==> src/rtl/mac_dispatch_scheduler.sv <==
// -----------------------------------------------------------------------------
// mac_dispatch_scheduler
//
// Distributes whole packets (one neuron's worth of input/weight beats) across
// C_NUM_MACS downstream MAC lanes in round-robin order. Results are collected
// from the lanes in the same order and returned one beat per packet, tagged
// with the packet's TID.
//
// Ports
//   ACLK, ARESETN        clock, synchronous active-low reset
//   S_AXIS_*             upstream packet stream (TDATA = {input, weight},
//                        TUSER = bias, TID = tag)
//   MAC_SD_*             per-lane operand streams (data fanned out to all,
//                        only the selected lane sees TVALID)
//   MAC_MO_*             per-lane result streams
//   M_AXIS_*             result stream, one beat per packet, TLAST always 1
//   OUTSTANDING          packets dispatched whose result is not yet collected
// -----------------------------------------------------------------------------
module mac_dispatch_scheduler #(
  parameter int C_DATA_WIDTH = 8,
  parameter int C_NUM_MACS   = 4
) (
  input  logic                                ACLK,
  input  logic                                ARESETN,
  input  logic                                S_AXIS_TVALID,
  output logic                                S_AXIS_TREADY,
  input  logic [2*C_DATA_WIDTH-1:0]           S_AXIS_TDATA,
  input  logic                                S_AXIS_TLAST,
  input  logic [31:0]                         S_AXIS_TUSER,
  input  logic [7:0]                          S_AXIS_TID,
  output logic [C_NUM_MACS-1:0]               MAC_SD_TVALID,
  input  logic [C_NUM_MACS-1:0]               MAC_SD_TREADY,
  output logic [C_NUM_MACS*2*C_DATA_WIDTH-1:0] MAC_SD_TDATA,
  output logic [C_NUM_MACS-1:0]               MAC_SD_TLAST,
  output logic [C_NUM_MACS*32-1:0]            MAC_SD_TUSER,
  input  logic [C_NUM_MACS-1:0]               MAC_MO_TVALID,
  input  logic [C_NUM_MACS*32-1:0]            MAC_MO_TDATA,
  output logic [C_NUM_MACS-1:0]               MAC_MO_TREADY,
  output logic                                M_AXIS_TVALID,
  input  logic                                M_AXIS_TREADY,
  output logic [31:0]                         M_AXIS_TDATA,
  output logic                                M_AXIS_TLAST,
  output logic [7:0]                          M_AXIS_TID,
  output logic [3:0]                          OUTSTANDING
);

  localparam int PW = (C_NUM_MACS > 1) ? $clog2(C_NUM_MACS) : 1;

  typedef enum logic [1:0] {IDLE, STREAM, WAIT_LANE} state_t;

  state_t                       state_q, state_d;
  logic [PW-1:0]                d_ptr_q, d_ptr_d;
  logic [PW-1:0]                c_ptr_q, c_ptr_d;
  logic [C_NUM_MACS-1:0]        busy_q, busy_d;
  logic                         first_q, first_d;
  logic [C_NUM_MACS-1:0][7:0]   tag_q, tag_d;
  logic                         out_valid_q, out_valid_d;
  logic [31:0]                  out_data_q, out_data_d;
  logic [7:0]                   out_tid_q, out_tid_d;
  logic [3:0]                   outstanding_q, outstanding_d;

  logic s_ready;
  logic dispatch_hs;
  logic dispatch_last;
  logic mo_accept;
  logic m_hs;

  function automatic logic [PW-1:0] ptr_inc(input logic [PW-1:0] p);
    return (p == PW'(C_NUM_MACS - 1)) ? '0 : p + PW'(1);
  endfunction

  // Outputs are also gated by ARESETN so they read 0 throughout reset,
  // not just after the first reset edge.
  assign s_ready       = ARESETN & (state_q == STREAM) & MAC_SD_TREADY[d_ptr_q];
  assign dispatch_hs   = s_ready & S_AXIS_TVALID;
  assign dispatch_last = dispatch_hs & S_AXIS_TLAST;
  // Accept only into an empty output buffer; this keeps MAC_MO_TREADY free of
  // any combinational path from M_AXIS_TREADY.
  assign mo_accept     = ARESETN & busy_q[c_ptr_q] & MAC_MO_TVALID[c_ptr_q] & ~out_valid_q;
  assign m_hs          = out_valid_q & M_AXIS_TREADY;

  assign S_AXIS_TREADY = s_ready;
  assign M_AXIS_TVALID = ARESETN & out_valid_q;
  assign M_AXIS_TDATA  = out_data_q;
  assign M_AXIS_TID    = out_tid_q;
  assign M_AXIS_TLAST  = 1'b1;
  assign OUTSTANDING   = outstanding_q;

  genvar gi;
  generate
    for (gi = 0; gi < C_NUM_MACS; gi++) begin : g_lane
      assign MAC_SD_TVALID[gi] = ARESETN & (state_q == STREAM) &
                                 (d_ptr_q == PW'(gi)) & S_AXIS_TVALID;
      assign MAC_SD_TDATA[gi*2*C_DATA_WIDTH +: 2*C_DATA_WIDTH] = S_AXIS_TDATA;
      assign MAC_SD_TLAST[gi]          = S_AXIS_TLAST;
      assign MAC_SD_TUSER[gi*32 +: 32] = S_AXIS_TUSER;
      assign MAC_MO_TREADY[gi] = ARESETN & (c_ptr_q == PW'(gi)) & busy_q[gi] &
                                 MAC_MO_TVALID[gi] & ~out_valid_q;
    end
  endgenerate

  always_comb begin
    state_d       = state_q;
    d_ptr_d       = d_ptr_q;
    c_ptr_d       = c_ptr_q;
    busy_d        = busy_q;
    first_d       = first_q;
    tag_d         = tag_q;
    out_valid_d   = out_valid_q;
    out_data_d    = out_data_q;
    out_tid_d     = out_tid_q;
    outstanding_d = outstanding_q;

    case (state_q)
      IDLE: begin
        if (S_AXIS_TVALID) begin
          state_d = busy_q[d_ptr_q] ? WAIT_LANE : STREAM;
        end
      end
      WAIT_LANE: begin
        if (!busy_q[d_ptr_q]) begin
          state_d = STREAM;
        end
      end
      STREAM: begin
        if (dispatch_last) begin
          state_d         = IDLE;
          d_ptr_d         = ptr_inc(d_ptr_q);
          busy_d[d_ptr_q] = 1'b1;
        end
      end
      default: state_d = IDLE;
    endcase

    // first_q marks that the next accepted beat opens a packet.
    if (state_q != STREAM) begin
      first_d = 1'b1;
    end else if (dispatch_hs) begin
      first_d = 1'b0;
    end

    if (dispatch_hs && first_q) begin
      tag_d[d_ptr_q] = S_AXIS_TID;
    end

    // A dispatch sets busy on d_ptr (known idle) and an accept clears busy on
    // c_ptr (known busy), so the two never target the same lane.
    if (mo_accept) begin
      busy_d[c_ptr_q] = 1'b0;
      out_valid_d     = 1'b1;
      out_data_d      = MAC_MO_TDATA[c_ptr_q*32 +: 32];
      out_tid_d       = tag_q[c_ptr_q];
      c_ptr_d         = ptr_inc(c_ptr_q);
    end else if (m_hs) begin
      out_valid_d = 1'b0;
    end

    case ({dispatch_last, mo_accept})
      2'b10:   outstanding_d = outstanding_q + 4'd1;
      2'b01:   outstanding_d = outstanding_q - 4'd1;
      default: outstanding_d = outstanding_q;
    endcase
  end

  always_ff @(posedge ACLK) begin
    if (!ARESETN) begin
      state_q       <= IDLE;
      d_ptr_q       <= '0;
      c_ptr_q       <= '0;
      busy_q        <= '0;
      first_q       <= 1'b1;
      tag_q         <= '0;
      out_valid_q   <= 1'b0;
      out_data_q    <= '0;
      out_tid_q     <= '0;
      outstanding_q <= '0;
    end else begin
      state_q       <= state_d;
      d_ptr_q       <= d_ptr_d;
      c_ptr_q       <= c_ptr_d;
      busy_q        <= busy_d;
      first_q       <= first_d;
      tag_q         <= tag_d;
      out_valid_q   <= out_valid_d;
      out_data_q    <= out_data_d;
      out_tid_q     <= out_tid_d;
      outstanding_q <= outstanding_d;
    end
  end

endmodule
==> config.mk <==
export PLATFORM = sky130hd
export DESIGN_NAME = mac_dispatch_scheduler
export DESIGN_NICKNAME = d
export VERILOG_FILES = /design/src/rtl/mac_dispatch_scheduler.sv
export SDC_FILE = /design/constraint.sdc
export NUM_CORES = 1
export LEC_CHECK = 0
export BUFFER_PORTS_ARGS = -buffer_cell sky130_fd_sc_hd__buf_2
export CELL_PAD_IN_SITES_DETAIL_PLACEMENT = 1
export CELL_PAD_IN_SITES_GLOBAL_PLACEMENT = 2
export CORE_AREA = 2 2 176 178
export DETAILED_ROUTE_END_ITERATION = 8
export DIE_AREA = 0 0 178 180
export PLACE_DENSITY = 0.88
export SLEW_MARGIN = 20
export SYNTH_ARGS = -nofsm -noshare
export SYNTH_HDL_FRONTEND = slang
export SYNTH_SLANG_ARGS = --single-unit
==> constraint.sdc <==
create_clock -name ACLK -period 4.26 [get_ports ACLK]
set_input_delay 0.639 -clock ACLK [delete_from_list [all_inputs] [get_ports ACLK]]
set_output_delay 0.639 -clock ACLK [all_outputs]
set_load 0.005 [all_outputs]
=== Yosys cells after proc, flatten, opt, wreduce, memory -nomap -nowiden ===
Index checks and enable logic that the tools add are counted.

* Logic and storage cells: 115
* Output and inout bits: 251
* Input bits: 197
* Bits in registers: 88

* Bitwise gates (word level): 38
* Add/sub/neg operators: 4
* Equality and inequality tests: 14
* Reduce and logical (&&, ||, !) cells: 11
* Multiplexer cells: 30
* Shift-type cells: 1
* Magnitude comparators: 4

{| class="wikitable"
|+ Operators with widths
! kind !! number
|-
| 128-bit by 8-bit indexed part select with 32-bit output || 1
|-
| 1-bit bitwise AND || 33
|-
| 32-bit bitwise mux || 1
|-
| 8-bit binary-select mux with 2-bit select || 1
|-
| 8-bit demux with 2-bit select || 1
|-
| 8-bit 2-to-1 mux || 2
|-
| 2-bit == test, second input constant || 6
|-
| 2-bit 2-to-1 mux || 6
|-
| 4-bit 2-to-1 mux || 3
|-
| 1-bit binary-select mux with 2-bit select || 4
|-
| 2-bit by 1-bit == test with 1-bit output, second input constant || 4
|-
| 1-bit 2-to-1 mux || 8
|-
| 4-bit one-hot mux with 2 select lines || 1
|-
| 2-bit zero test || 3
|-
| 2-bit by 3-bit less-than comparator with 1-bit output, second input constant || 2
|-
| 2-bit inequality test, second input constant || 3
|-
| 2-bit one-hot mux with 3 select lines || 1
|-
| 2-bit by 1-bit adder with 2-bit output, second input constant || 2
|-
| 4-bit by 1-bit adder with 4-bit output, second input constant || 1
|-
| 4-bit bitwise AND || 1
|-
| 1-bit demux with 2-bit select || 2
|-
| 2-bit by 1-bit greater-or-equal comparator with 1-bit output, second input constant || 2
|-
| 4-bit inverter || 1
|-
| 4-bit OR || 1
|-
| 8 further kinds || 12
|}

=== Depth between registers and ports, before layout ===
Gate-level depths: netlist (run 1).

* Depth after elaboration: 9
* Mapped depth: 14
* Mapped depth without buffers: 10

=== Least setup slack after synthesis (run 1) ===
OpenSTA, ideal clock, no wires.

* Path type: input to register
* Start: in MAC_MO_TVALID[0]
* End: reg outstanding_q[2] (netlist: OUTSTANDING[2])
* Path slack: 1.209 ns
* Buffers on the path: 3
* Stages on the path: 13
* Setup time: 0.071 ns
* Arrival time: 2.981 ns
* Data required time: 4.189 ns
* Path through: and2_1 mux4_2 buf_2 and2_1 buf_6 buf_6 ha_1 xor2_1 ha_1 a21oi_1 xor2_1 or3_1 a21oi_1

* Word-level cells in the longest chain between the ends: 6
* Elaborated cells on any way between the ends: 8
* Those cells by class: eq/ne (2); mux (3); bitwise (2); reduce/logical (1)

{| class="wikitable"
|+ RTL lines
! item !! line !! source
|-
| start, declared || 36 || <nowiki>input logic [C_NUM_MACS-1:0] MAC_MO_TVALID,</nowiki>
|-
| 1-bit binary-select mux with 2-bit select * || 79 || <nowiki>assign mo_accept = ARESETN & busy_q[c_ptr_q] & MAC_MO_TVALID[c_ptr_q] & ~out_valid_q;</nowiki>
|-
| 1-bit 2-to-1 mux (implied by the code) * || 79 ||
|-
| 1-bit bitwise AND * (2 in series) || 79 ||
|-
| via mo_accept || 65 || <nowiki>logic mo_accept;</nowiki>
|-
| 2-bit by 1-bit == test with 1-bit output or 2-bit == test (tied branches) || 158 || <nowiki>case ({dispatch_last, mo_accept})</nowiki>
|-
| 4-bit one-hot mux with 2 select lines or 2-bit nonzero test (tied branches) || -- ||
|-
| end signal, assigned || 187 || <nowiki>outstanding_q <= outstanding_d;</nowiki>
|-
| end, declared || 60 || <nowiki>logic [3:0] outstanding_q, outstanding_d;</nowiki>
|}

Mark *: on every way through the listed nets, which the timed path passes. The rest lies on a longest branch. The select of a mux whose other input is x is not followed.
A chain may end at the register's enable or synchronous reset.

=== Worst setup path in the final report (run 1) ===
* Start: in ARESETN
* End: out MAC_MO_TREADY[0]

* Word-level cells in the longest chain between the ends: 4

{| class="wikitable"
|+ RTL lines
! item !! line !! source
|-
| start, declared || 24 || <nowiki>input logic ARESETN,</nowiki>
|-
| 1-bit bitwise AND (3 in series) || 97 || <nowiki>assign MAC_MO_TREADY[gi] = ARESETN & (c_ptr_q == PW'(gi)) & busy_q[gi] &</nowiki>
|-
| 1-bit bitwise AND || 98 || <nowiki>MAC_MO_TVALID[gi] & ~out_valid_q;</nowiki>
|-
| end, declared || 38 || <nowiki>output logic [C_NUM_MACS-1:0] MAC_MO_TREADY,</nowiki>
|}

Every way passes these cells.

==> results_dict.tcl, run 1 <==
set metrics [dict create \
    status "finished clean" \
    ys_types 37 \
    worstSetupEndpointType "output port" \
    finalCritPeriodShare_pct 70.17 \
    cts_hold_buf 0 \
    gr-total-overflow 0 \
    drt_iter0_drc 223 \
    htree_levels 3 \
    min_path_cells 2 \
    wire_per_inst_um 17.25 \
    via_per_inst 4.166 \
    grt_pass1_wl_um 26720 \
    hold_viol 0 \
    r2r_start "d_ptr_q[0]$_SDFFE_PN0P_" \
    critPathKind "input pin to output port" \
    hold_class "register to register" \
    postCtsResizedCells 0 \
    die_h_um 180 \
    detail-route-antenna-nets 0 \
    register_area_um2 1767 \
    holdPathEnd "M_AXIS_TDATA[6]$_SDFFE_PN0N_" \
    port_buffers 206 \
    synth_fp_nets 880 \
    die_area_um2 32040 \
    cap_violations 0 \
    hp-start "M_AXIS_TDATA[6]$_SDFFE_PN0N_" \
    r2r_end "OUTSTANDING[2]$_SDFFE_PN0P_" \
    rsz0062_at_grt "false" \
    clockBufferDepth 2 \
    fin_worst_skew_ps 7.507 \
    clock-sinks 88 \
    cp.arrival_ps 2350 \
    worstMarginPinSlew_ps 878.2 \
    timing.fmax_mhz 334.5 \
    multi_input_area_um2 2575 \
    p_per_area_nw_per_um2 299.9 \
    postSynthAreaPerCell_um2 9.040 \
    synth_seq_area_share_pct 29.00 \
    cp_data_required_time_ps 3620 \
    r2r_slack_ps 1400 \
    synth_enable_flop_cells 0 \
    slew_headroom_pct 41.46 \
    fin_nets 863 \
    numCtsBuffers 9 \
    fillers 3624 \
    reg2reg_depth 10 \
    leakagePower_nw 2.628 \
    clock_latency_ps 350 \
    slew_violations 0 \
    crit_path_top_delay_cell "buf_4" \
    area_growth_pct 3.419 \
    path_clk_slew_ps 70 \
    vias 4408 \
    fin_setup_tns_ps 0 \
    die_x_um 178 \
    cts.root.buffer_cell "clkbuf_16" \
    grt_max_degree 65 \
    setup_viol 0 \
    drive_gt1_share_pct 42.58 \
    gp_congestion 0.7185 \
    dr.pass1.iters 4 \
    hpwl_um 13470 \
    synth_area_um2 6075 \
    ir_drop_v 0.0001507 \
    tritoncts "done" \
    drcViolationCount 0 \
    antenna_found_initial 2 \
    finish.utilization_pct 20.81 \
    grt_util_all_layers_pct 11.10 \
    num_io_pins 448 \
    coreArea_um2 30190 \
    finalCriticalPeriod_ps 2989 \
    crit_path_start_kind "input pin" \
    timing.hold.ws_ps 446.6 \
    cp_slowest_stage_delay_ps 500 \
    path_cells "buf_2 -> buf_4 -> inv_1 -> nor2_4 -> buf_4 -> and3_1 -> buf_2" \
    synth_seq_cells 88 \
    fp-row-count 64 \
    grt_pass1_vias 4625 \
    ys_warn_count 0 \
    synth_flop_cell "dfxtp_1" \
    routed_wirelength_um 18260 \
    syn_inst 672 \
    crit_path_max_fanout 46 \
    async_reset_ff_share_pct 0 \
    postCtsSetupBuffers 0 \
    initial_core_util_pct 20.12 \
]
how the worst max path moves through the flow:
stage | from | to | cells past startpoint
global placement | ARESETN | OUTSTANDING[3]$_SDFFE_PN0P_ | 11
floorplan | MAC_MO_TVALID[0] | OUTSTANDING[2]$_SDFFE_PN0P_ | 13
detailed placement | ARESETN | OUTSTANDING[3]$_SDFFE_PN0P_ | 11
global route | ARESETN | OUTSTANDING[3]$_SDFFE_PN0P_ | 11
finish | ARESETN | MAC_MO_TREADY[0] | 7
CTS | ARESETN | MAC_MO_TREADY[0] | 7
cells in the final DEF, fill, tap and decap left out, types with 2 or more instances in the layout:
master / instances
a31o_2: 3
inv_1: 7
nand2_1: 81
buf_2: 206
and2_1: 11
a211oi_1: 4
diode_2: 2
nor2_1: 7
dfxtp_1: 86
ha_1: 11
nor2b_1: 2
a21o_1: 2
o31ai_1: 5
xor2_1: 3
and3_1: 10
a21oi_1: 6
mux4_2: 42
o21ai_1: 38
mux2i_1: 13
bufinv_16: 2
clkinv_2: 2
o21ai_0: 23
buf_4: 8
nand3_1: 60
clkbuf_16: 9
layer usage:
layer	part of all wire, %	GRT usage (%)
met1	43	13.47
met5	0	0
met4	2.0	4.098
met2	47	18.34
met3	7.5	3.384
final cells by class:
class	count	share of cell area, %
Multi-Input combinational cell	334	40.99
Sequential cell	88	28.12
Clock inverter	7	1.494
Timing Repair Buffer	214	17.37
Clock buffer	9	3.585
Antenna cell	2	0.07967
Tap cell	396	7.887
Inverter	8	0.4780
kinds of logic after synthesis:
logic type | after synthesis | synth area share [%]
muxes | 56 | 18.15
adders and majority gates | 11 | 2.266
and+or+nand+nor | 181 | 13.92
DFF | 88 | 29.00
AOI/OAI and AO/OA | 82 | 7.415
buffers and inverters | 250 | 28.75
other | 1 | 0.06173
xor gates and xnor gates | 3 | 0.4326
registers in the layout, summed over array words and instances, names as in the netlist:
register / flops
M_AXIS_TDATA: 32
tag_q: 32
M_AXIS_TID: 8
OUTSTANDING: 4
busy_q: 4
c_ptr_q: 2
d_ptr_q: 2
state_q: 2
first_q: 1
out_valid_q: 1
critical path: cells and delay by family:
family	cells	cell delay, ps
simple gates	2	430
buf+inv	5	1270
power by group:
group	total, W	switching (W)	internal (W)
clock network	0.000880	0.000364	0.000516
logic	0.000171	0.0000815	0.0000896
registers	0.000833	0.00000470	0.000828
total	0.00188	0.000450	0.00143
synth_stat cells, types with 2 or more instances:
| cell | count | area share (%) |
|---|---|---|
| o21ai_1 | 38 | 3.1 |
| xor2_1 | 3 | 0.43 |
| a21o_1 | 2 | 0.25 |
| o21ai_0 | 23 | 1.9 |
| nor2b_1 | 2 | 0.21 |
| and2_1 | 12 | 1.2 |
| buf_1 | 8 | 0.49 |
| ha_1 | 11 | 2.3 |
| inv_1 | 7 | 0.43 |
| mux2i_1 | 13 | 2.1 |
| and3_1 | 10 | 1.0 |
| buf_4 | 199 | 25 |
| a31o_2 | 3 | 0.43 |
| a21oi_1 | 6 | 0.49 |
| clkbuf_2 | 2 | 0.16 |
| mux4_2 | 42 | 16 |
| dfxtp_1 | 88 | 29 |
| clkbuf_1 | 21 | 1.3 |
| nor2_1 | 8 | 0.49 |
| o31ai_1 | 5 | 0.62 |
| buf_2 | 5 | 0.41 |
| a211oi_1 | 4 | 0.49 |
| nand3_1 | 60 | 4.9 |
| nand2_1 | 81 | 5.0 |
| buf_6 | 7 | 1.3 |
through the flow:
| step | worst slack (ps) | instances | total power, W | instance area [um^2] |
|---|---|---|---|---|
| 2_1_floorplan | 1209 | 672 | 0.001075 | 6075 |
| 3_3_place_gp | 1013 | 1040 | 0.001021 | 5958 |
| 3_5_place_dp | 875.0 | 1040 | 0.001025 | 5958 |
| 4_1_cts | 1219 | 1056 | 0.001932 | 6277 |
| 5_1_grt | 1075 | 1057 | 0.001978 | 6280 |
| 6_report | 1271 | 1058 | 0.001884 | 6282 |
Power figures use the tool's default switching activity.
==> inputs of run 2 (changes only) <==
--- a/config.mk
+++ b/config.mk
@@ -5,13 +5,14 @@
 export SDC_FILE = /design/constraint.sdc
 export NUM_CORES = 1
 export LEC_CHECK = 0
+export ABC_AREA = 1
 export BUFFER_PORTS_ARGS = -buffer_cell sky130_fd_sc_hd__buf_2
 export CELL_PAD_IN_SITES_DETAIL_PLACEMENT = 1
 export CELL_PAD_IN_SITES_GLOBAL_PLACEMENT = 2
-export CORE_AREA = 2 2 176 178
+export CORE_MARGIN = 2
+export CORE_UTILIZATION = 20
 export DETAILED_ROUTE_END_ITERATION = 8
-export DIE_AREA = 0 0 178 180
-export PLACE_DENSITY = 0.88
+export PLACE_DENSITY = 0.93
 export SLEW_MARGIN = 20
 export SYNTH_ARGS = -nofsm -noshare
 export SYNTH_HDL_FRONTEND = slang
==> constraint.sdc (replaced) <==
create_clock -name ACLK -period 2.8 [get_ports ACLK]
set_input_delay 0.42 -clock ACLK [delete_from_list [all_inputs] [get_ports ACLK]]
set_output_delay 0.42 -clock ACLK [all_outputs]
set_load 0.005 [all_outputs]
==> run 2 against run 1 <==
  * Combinational power is 81% higher
  * Non-clock buffer count up 5
  * Hold slack lost 170 ps
  * Sequential share of layout area down 1.1 points
  * First-iteration DRC count down 9.0%
  * Count of clock-buffer cells in the layout is the same
  * Cell count increased by 25%
  * Largest power group is now registers
  * Highest routed layer unchanged
==> results_dict.tcl, run 2 <==
set metrics [dict create \
    p_sw_w 0.0007826 \
    area_growth_pct 3.326 \
    coreArea_um2 31310 \
    crit_path_start_kind "register" \
    path_clk_slew_ps 80 \
    worstSetupEndpointType "output port" \
    hpwl_um 14940 \
    dr.pass1.iters 6 \
    fin_worst_skew_ps 11.80 \
    gr-total-overflow 0 \
    fp-row-count 65 \
    r2r_start "d_ptr_q[0]$_SDFFE_PN0P_" \
    antenna_cells 0 \
    hold_class "input pin to register" \
    fin_setup_tns_ps 0 \
    ys_types 31 \
    stdcell_area_um2 6530 \
    tritoncts "done" \
    place_inst 1310 \
    postCtsResizedCells 0 \
    final_common_cell "nor2_1" \
    min_path_cells 2 \
    yosys-top-cells-count "nor2_1 (238), buf_4 (199), o21ai_0 (101)" \
    htree_levels 3 \
    postCtsSetupBuffers 0 \
    num_io_pins 448 \
    holdPathEnd "out_valid_q$_SDFFE_PN0P_" \
    power_w 0.002823 \
    die_x_um 181.8 \
    slew_violations 0 \
    fin_nets 1127 \
    drcViolationCount 0 \
    cp_data_required_time_ps 2380 \
    synth_seq_cells 88 \
    setup_viol 0 \
    clock_latency_ps 350 \
    critPathKind "register to output port" \
    synth_flop_cell "dfxtp_1" \
    detail-route-antenna-nets 0 \
    grt_pass1_wl_um 31550 \
    slew_headroom_pct 53.65 \
    worst-path-buf-inv 4 \
    grt_util_all_layers_pct 12.11 \
    cp_top_family "buffers and inverters" \
    leakagePower_nw 2.965 \
    vias 5616 \
    finalCriticalPeriod_ps 2591 \
    multi_input_area_um2 2668 \
    cap_violations 0 \
    finalCritPeriodShare_pct 92.53 \
    async_reset_ff_share_pct 0 \
    place_area_um2 6231 \
    synth.area.top_cells "dfxtp_1 (28%), buf_4 (24%), nor2_1 (14%), o21ai_0 (8.0%), o22ai_1 (4.0%)" \
    cts.root.buffer_cell "clkbuf_16" \
    combPwrFrac_pct 11.0 \
    status "finished clean" \
    port_buffers 206 \
    crit_path_max_fanout 42 \
    die_h_um 181.8 \
    hold_viol 0 \
    syn_inst 937 \
    yosys.area.top_type "dfxtp_1" \
    numCtsBuffers 9 \
    cp.arrival_ps 2170 \
    synth_fp_nets 1145 \
    drt_iter0_drc 203 \
    r2r_slack_ps 500 \
    reg2reg_depth 12 \
    synth_area_um2 6320 \
    ir_drop_v 0.0002625 \
    intPower_w 0.002040 \
    synth_enable_flop_cells 0 \
    p_per_area_nw_per_um2 432.2 \
    gp_congestion 0.7814 \
    cp_common_cell "inv_1" \
    initial_core_util_pct 20.18 \
    synth_top_area_share_pct 27.88 \
    fillers 3918 \
    clkPwrFrac_pct 43.8 \
    synth_seq_area_share_pct 27.88 \
    cp_slowest_stage_delay_ps 440 \
    layout_common_cells "nor2_1 (238), buf_2 (206), o21ai_0 (101), dfxtp_1 (86), nand2_1 (56)" \
    timing.fmax_mhz 386.0 \
    routed_wirelength_um 20320 \
    clock-sinks 88 \
    antenna_found_initial 0 \
    ys_warn_count 0 \
    drive_gt1_share_pct 27.60 \
    die_area_um2 33040 \
    wire_per_inst_um 15.33 \
    hp-start "M_AXIS_TREADY" \
    sw_frac_of_total_pct 27.73 \
    rsz0062_at_grt "false" \
    register_area_um2 1764 \
    clockBufferDepth 2 \
    grt_max_degree 61 \
    seq_power_share_pct 45.2 \
    path_cells "inv_1 -> buf_4 -> ha_1 -> inv_1 -> nor4_1 -> buf_2" \
    crit_path_top_delay_cell "dfxtp_2" \
    postSynthAreaPerCell_um2 6.745 \
    fin_cells 1326 \
    r2r_end "OUTSTANDING[2]$_SDFFE_PN0P_" \
    synth.most_common_cell "nor2_1" \
    via_per_inst 4.235 \
    cts_hold_buf 0 \
    worstMarginPinSlew_ps 693.7 \
    grt_pass1_vias 5844 \
]
==> run 2: per-layer routing <==
metal	wire, um	GRT usage (%)	up-vias
met4	612	5.333	0
met1	8825	14.09	2582
li1	-	-	2788
met5	0	0	-
met3	1194	2.447	62
met2	9689	21.44	184
==> run 2: worst max-delay path by stage <==
| stage | from | slack (ps) | to | cells past startpoint |
|---|---|---|---|---|
| floorplan | ARESETN | 610 | OUTSTANDING[2]$_SDFFE_PN0P_ | 13 |
| global placement | ARESETN | 550 | OUTSTANDING[2]$_SDFFE_PN0P_ | 11 |
| detailed placement | ARESETN | 440 | OUTSTANDING[2]$_SDFFE_PN0P_ | 11 |
| CTS | c_ptr_q[1]$_SDFFE_PN0N_ | 150 | MAC_MO_TREADY[0] | 6 |
| global route | c_ptr_q[1]$_SDFFE_PN0N_ | 100 | MAC_MO_TREADY[0] | 6 |
| finish | c_ptr_q[1]$_SDFFE_PN0N_ | 210 | MAC_MO_TREADY[0] | 6 |
==> run 2: final cells by class <==
type	count	share of cell area [%]
Multi-Input combinational cell	557	40.85
Sequential cell	88	27.02
Timing Repair Buffer	219	17.28
Tap cell	402	7.703
Clock buffer	9	3.449
Inverter	44	2.568
Clock inverter	7	1.130
==> run 2: stage by stage <==
stage	utilization [%]	hold slack [ps]	setup slack, ps
finish	20.86	281.2	209.0
global route	20.86	265.9	96.15
CTS	20.86	251.4	147.9
detailed placement	19.90	455.0	443.8
global placement	19.90	441.1	545.4
floorplan	-	429.5	610.4
==> run 2: power groups by stage <==
stage               registers [W]  logic, W  clock network, W
floorplan                 0.00131  0.000375                 0
global placement          0.00131  0.000308                 0
detailed placement        0.00131  0.000313                 0
CTS                       0.00128  0.000316           0.00131
global route              0.00128  0.000349           0.00136
finish                    0.00128  0.000310           0.00124
==> run 2: cell families after synthesis <==
kind of cell	after synthesis	share of synthesized area, %
buffers and inverters	292	29.91
flip-flops	88	27.88
AO/OA/AOI/OAI	186	15.52
XOR/XNOR	4	0.5544
AND/OR/NAND/NOR	355	23.90
other	1	0.05934
adder cells (fa/ha/maj)	11	2.178
